==> src/rtl/io_pkg.sv <==
// Shared types and default addresses for the CPU-facing I/O register block.
package io_pkg;

    typedef logic [3:0]  led_t;
    typedef logic [15:0] sw_t;

    localparam logic [31:0] LED_ADDR_DFLT  = 32'h0000_FFF0;
    localparam logic [31:0] SW_ADDR_DFLT   = 32'h0000_FFF4;
    localparam logic [31:0] STAT_ADDR_DFLT = 32'h0000_FFF8;

    localparam int unsigned STAT_SWCHG_BIT = 0;

    // Zero-extend a narrow register value onto the 32-bit load bus.
    function automatic logic [31:0] zext_led(input led_t v);
        return {28'b0, v};
    endfunction

    function automatic logic [31:0] zext_sw(input sw_t v);
        return {16'b0, v};
    endfunction

endpackage

==> src/rtl/sw_debounce.sv <==
// Switch conditioner: two-flop synchroniser, then (with DEBOUNCE_EN defined)
// a tick prescaler and 3-sample per-bit debounce. Without DEBOUNCE_EN the
// synchronised vector is used directly. Emits a one-cycle pulse the cycle
// after the conditioned vector changes.
module sw_debounce
    import io_pkg::*;
#(
    parameter int unsigned DEB_TICK = 100000,
    parameter int unsigned TICK_W   = 17
) (
    input  logic clk,
    input  logic reset,
    input  sw_t  raw,
    output sw_t  stable,
    output logic changed
);

    sw_t  sync1_q;
    sw_t  sync2_q;
    sw_t  stable_w;
    sw_t  prev_q;
    logic changed_q;

    // Two-flop synchroniser for the asynchronous board switches.
    always_ff @(posedge clk) begin
        if (reset) begin
            sync1_q <= '0;
            sync2_q <= '0;
        end else begin
            sync1_q <= raw;
            sync2_q <= sync1_q;
        end
    end

`ifdef DEBOUNCE_EN
    logic [TICK_W-1:0] tick_q;
    logic [TICK_W-1:0] tick_d;
    logic              tick;
    sw_t               hist0_q, hist1_q, hist2_q;
    sw_t               hist0_d, hist1_d, hist2_d;
    sw_t               stable_q;
    sw_t               stable_d;

    // Prescaler wrap, history shift on tick and the all-equal debounce rule.
    always_comb begin
        tick    = (tick_q == TICK_W'(DEB_TICK - 1));
        tick_d  = tick ? '0 : tick_q + TICK_W'(1);
        hist0_d = hist0_q;
        hist1_d = hist1_q;
        hist2_d = hist2_q;
        if (tick) begin
            hist0_d = sync2_q;
            hist1_d = hist0_q;
            hist2_d = hist1_q;
        end
        // A bit goes to 1 when all three samples are 1, to 0 when all are 0,
        // otherwise it keeps its current value.
        stable_d = (hist0_d & hist1_d & hist2_d)
                 | (stable_q & (hist0_d | hist1_d | hist2_d));
    end

    // Prescaler, sample history and debounced vector registers.
    always_ff @(posedge clk) begin
        if (reset) begin
            tick_q   <= '0;
            hist0_q  <= '0;
            hist1_q  <= '0;
            hist2_q  <= '0;
            stable_q <= '0;
        end else begin
            tick_q   <= tick_d;
            hist0_q  <= hist0_d;
            hist1_q  <= hist1_d;
            hist2_q  <= hist2_d;
            stable_q <= stable_d;
        end
    end

    assign stable_w = stable_q;
`else
    // Prescale settings only matter when debouncing is built in.
    localparam int unsigned deb_cfg_unused = DEB_TICK + TICK_W;

    assign stable_w = sync2_q;
`endif

    // Change detector: the pulse lands one cycle after the vector changes.
    // Reset clears both sides of the compare, so reset itself never pulses.
    always_ff @(posedge clk) begin
        if (reset) begin
            prev_q    <= '0;
            changed_q <= 1'b0;
        end else begin
            prev_q    <= stable_w;
            changed_q <= (stable_w != prev_q);
        end
    end

    assign stable  = stable_w;
    assign changed = changed_q;

endmodule

==> src/rtl/mmio_io_regs.sv <==
// Memory-mapped LED/switch registers beside data RAM on the CPU data port.
// Build option: define DEBOUNCE_EN to include the switch debounce stage;
// otherwise switches are only synchronised.
module mmio_io_regs
    import io_pkg::*;
#(
    parameter int unsigned DEB_TICK  = 100000,
    parameter int unsigned TICK_W    = 17,
    parameter logic [31:0] LED_ADDR  = LED_ADDR_DFLT,
    parameter logic [31:0] SW_ADDR   = SW_ADDR_DFLT,
    parameter logic [31:0] STAT_ADDR = STAT_ADDR_DFLT
) (
    input  logic        clk,
    input  logic        reset,
    input  logic [15:0] sw,
    input  logic [31:0] mem_addr,
    input  logic [31:0] mem_wdata,
    input  logic        mem_we,
    input  logic        mem_re,
    output logic [31:0] mem_rdata,
    output logic        io_hit,
    output logic [3:0]  led,
    output logic        sw_changed
);

    logic hit_led;
    logic hit_sw;
    logic hit_stat;
    led_t led_q, led_d;
    logic sticky_q, sticky_d;
    sw_t  sw_db;
    logic sw_chg;
    logic wdata_unused;

    // Only the low nibble of a store reaches the LED register.
    assign wdata_unused = ^mem_wdata[31:4];

    sw_debounce #(
        .DEB_TICK (DEB_TICK),
        .TICK_W   (TICK_W)
    ) u_sw_debounce (
        .clk     (clk),
        .reset   (reset),
        .raw     (sw),
        .stable  (sw_db),
        .changed (sw_chg)
    );

    // Word address decode.
    always_comb begin
        hit_led  = (mem_addr == LED_ADDR);
        hit_sw   = (mem_addr == SW_ADDR);
        hit_stat = (mem_addr == STAT_ADDR);
        io_hit   = hit_led | hit_sw | hit_stat;
    end

    // Next state: LED store, and sticky flag where a new change beats a clear.
    always_comb begin
        led_d = led_q;
        if (mem_we && hit_led) begin
            led_d = mem_wdata[3:0];
        end
        sticky_d = sw_chg | (sticky_q & ~(mem_re & hit_sw));
    end

    // LED and sticky-flag registers.
    always_ff @(posedge clk) begin
        if (reset) begin
            led_q    <= '0;
            sticky_q <= 1'b0;
        end else begin
            led_q    <= led_d;
            sticky_q <= sticky_d;
        end
    end

    // Zero-wait-state load mux from registered state; a same-cycle store
    // to the LED register is not visible until the following cycle.
    always_comb begin
        mem_rdata = '0;
        if (hit_led) begin
            mem_rdata = zext_led(led_q);
        end else if (hit_sw) begin
            mem_rdata = zext_sw(sw_db);
        end else if (hit_stat) begin
            mem_rdata[STAT_SWCHG_BIT] = sticky_q;
        end
    end

    assign led        = led_q;
    assign sw_changed = sw_chg;

endmodule

==> config.mk <==
export PLATFORM = sky130hd
export DESIGN_NAME = mmio_io_regs
export DESIGN_NICKNAME = d
export VERILOG_FILES = /design/src/rtl/io_pkg.sv /design/src/rtl/sw_debounce.sv /design/src/rtl/mmio_io_regs.sv
export SDC_FILE = /design/constraint.sdc
export NUM_CORES = 1
export LEC_CHECK = 0
export CORE_UTILIZATION = 40
export CTS_CLUSTER_SIZE = 25
export DETAILED_ROUTE_END_ITERATION = 6
export PLACE_DENSITY_LB_ADDON = 0.15
export SLEW_MARGIN = 20
export SYNTH_ARGS = -nofsm -noshare
export SYNTH_HDL_FRONTEND = slang
export SYNTH_HIERARCHICAL = 1
export SYNTH_SLANG_ARGS = --single-unit
==> constraint.sdc <==
create_clock -name clk -period 5.7 [get_ports clk]
set_clock_uncertainty 0.15 [all_clocks]
set_input_delay 1.71 -clock clk [delete_from_list [all_inputs] [get_ports clk]]
set_output_delay 1.71 -clock clk [all_outputs]
set_load 0.05 [all_outputs]
==> flow_summary_export.csv <==
group,metric,value,unit
clock_network,numCtsBuffers,5,
synthesis,ys.flop_type,"dfxtp_1",
synthesis,netlist_area,2100,um2
sta,period_share,0.967,
sta,max_clock_freq,181,MHz
cells_and_area,num_antenna_cells,0,
floorplanning,dieArea,5550,um2
placement,dp_hpwl,2900,um
grt,grtUsageTotal,0.140,
critical_path,critical_path_arrival,3.65,ns
clock_network,ctsResizeCount,0,
cells_and_area,syn2layout_area_growth,50.1,%
clock_network,htreeDepth,2,
clock_network,worstSkewPairLatency,0.30,ns
cells_and_area,final_common_cell,"clkdlybuf4s50_1",
sta,tightestPinTransition,0.928,ns
floorplanning,die_y,74.5,um
synthesis,ys_types,28,
grt,grt_first_pass_wirelength,5780,um
job,max_cap_viol_count,0,
critical_path,critPathKind,"input pin to output port",
clock_network,clock-sinks,54,
clock_network,clkTransAtPathRegs,0.09,ns
cells_and_area,finish.net_count,367,
critical_path,critical_path.endpoint_type,"output port",
floorplanning,dieWidth,74.5,um
status,status,"completed",
drt,wl_met3,419,um
drt,wl_per_cell,10.9,um
placement,place.gp.congestion,0.693,
min_path,hp-class,"flip-flop to flip-flop",
power,p_leak,1.30,nW
grt,antenna_found_initial,0,
grt,grt_overflow,0,
grt,grt_max_degree,59,
drt,initialDrtViolationCount,61,
sta,slew-limit-headroom,0.381,
synthesis,syn_inst,203,
sta,fin_tns_setup,0,ns
power,irDropWorstVdd,0.175,mV
synthesis,synthArstFlopShare,0,
critical_path,start_kind,"input pin",
synthesis,synth_seq_cells,54,
sta,drv_slew,0,
cells_and_area,drive_above_1_share,0.123,
cells_and_area,instances_no_fill,354,
clock_network,cts_tree,"done",
sta,whs,0.293,ns
floorplanning,fp.coreArea,5070,um2
sta,finalSetupViolCount,0,
clock_network,cts_root_buf,"clkbuf_8",
sta,hold_viol_final,0,
drt,route.vias.total,1507,
drt,drt.antenna.violating_nets,0,
drt,route.detailed.drc,0,
synthesis,syn_avg_cell_area,10.3,um2
cells_and_area,layout_common_cells,"clkdlybuf4s50_1, dfxtp_1, nor2b_1",
drt,topRoutingLayerUsed,"met4",
clock_network,cts_setup_buffers,0,
sta,rsz0062_at_grt,"false",
power,power_density,223,nW/um2
synthesis,synth_edf_count,0,
clock_network,hold_buffers,0,
drt,wl_met2,1810,um
floorplanning,ios,122,
placement,dp.cells,346,
drt,m1WireLength,1580,um
critical_path,crit_fanout,4,
placement,portBuffers,77,
critical_path,cp.required,3.84,ns
sta,period_needed,5.51,ns
drt,first_pass_iters,4,
synthesis,ys_seq_area_frac,0.515,
clock_network,max-clock-path-buffers,2,
synthesis,yosysWarnings,6,
drt,viasPerCell,4.26,
drt,wirelength,3860,um
floorplanning,rows,26,
floorplanning,initial_utilization,0.414,
grt,grt_pass1_vias,1361,
-- through the flow --
stage	area, um2	power (mW)	setup WS [ns]	util
after global routing	3150	0.736	0.0698	0.622
after detailed placement	3060	0.503	0.183	0.603
final	3150	0.705	0.187	0.622
after global placement	3060	0.502	0.199	0.603
after CTS	3150	0.715	0.181	0.622
after floorplan	2160	0.466	0.327	-
-- registers in the layout (all words and copies together) (netlist names) --
| signal | flops |
|---|---|
| u_sw_debounce/prev_q | 16 |
| u_sw_debounce/stable | 16 |
| u_sw_debounce/sync1_q | 16 |
| led | 4 |
| sticky_q | 1 |
| u_sw_debounce/changed | 1 |
-- worst paths after layout --
kind                                                 from                       end  slack [ns]  depth (start not counted)
worst max register to register    u_sw_debounce/stable[2]     u_sw_debounce/changed        4.38                          3
worst min-delay path            u_sw_debounce/sync1_q[13]  u_sw_debounce/stable[13]        0.29                          1
worst max-delay path                          mem_addr[6]              mem_rdata[3]        0.19                          6
worst min register to register  u_sw_debounce/sync1_q[13]  u_sw_debounce/stable[13]        0.29                          1
-- layer usage --
layer / up-vias / GRT usage
met3: 4 / 0.0420
met4: 0 / 0.0755
met5: - / 0
li1: 779 / -
met1: 652 / 0.148
met2: 72 / 0.250
-- worst max-delay path, stage by stage --
cell	delay, ns
clkdlybuf4s50_1	0.46
nand4_1	0.11
or4b_1	0.46
or4_1	0.50
nor2_1	0.24
buf_12	0.17
-- area by class of cell --
| cell class | count | area, um2 |
|---|---|---|
| sequential | 54 | 1080 |
| tap | 70 | 87.6 |
| inverter | 2 | 7.51 |
| timing repair buffer | 81 | 966 |
| clock buffer | 6 | 82.6 |
| clock inverter | 2 | 12.5 |
| multi-input combinational | 139 | 917 |
| fill | 468 | 1920 |
-- power by group --
group          leakage [nW]  internal (mW)  total [mW]  switching, mW
clock network        0.0472         0.0977       0.211          0.114
logic                 0.804         0.0494      0.0954         0.0460
registers             0.444          0.392       0.398        0.00657
-- cells by family after synthesis --
logic type | Yosys count | synth area share
multiplexers | 8 | 0.0381
buffers and inverters | 25 | 0.0756
flip-flops | 54 | 0.515
other | 1 | 0.00179
AND/OR/NAND/NOR | 95 | 0.289
AO/OA/AOI/OAI | 4 | 0.0137
XOR/XNOR | 16 | 0.0667
-- cells in the mapped netlist, types with 2 or more instances --
cell	number	area share
nand2b_1	9	0.027
buf_2	3	0.0071
clkbuf_1	3	0.0054
nor4_1	8	0.024
nor2b_1	47	0.14
nand4_1	3	0.0089
mux2i_1	8	0.038
buf_4	16	0.057
dfxtp_1	54	0.51
nand2_1	2	0.0036
inv_1	2	0.0036
xor2_1	16	0.067
and2_1	11	0.033
nor2_1	7	0.013
Power figures use the tool's default switching activity.
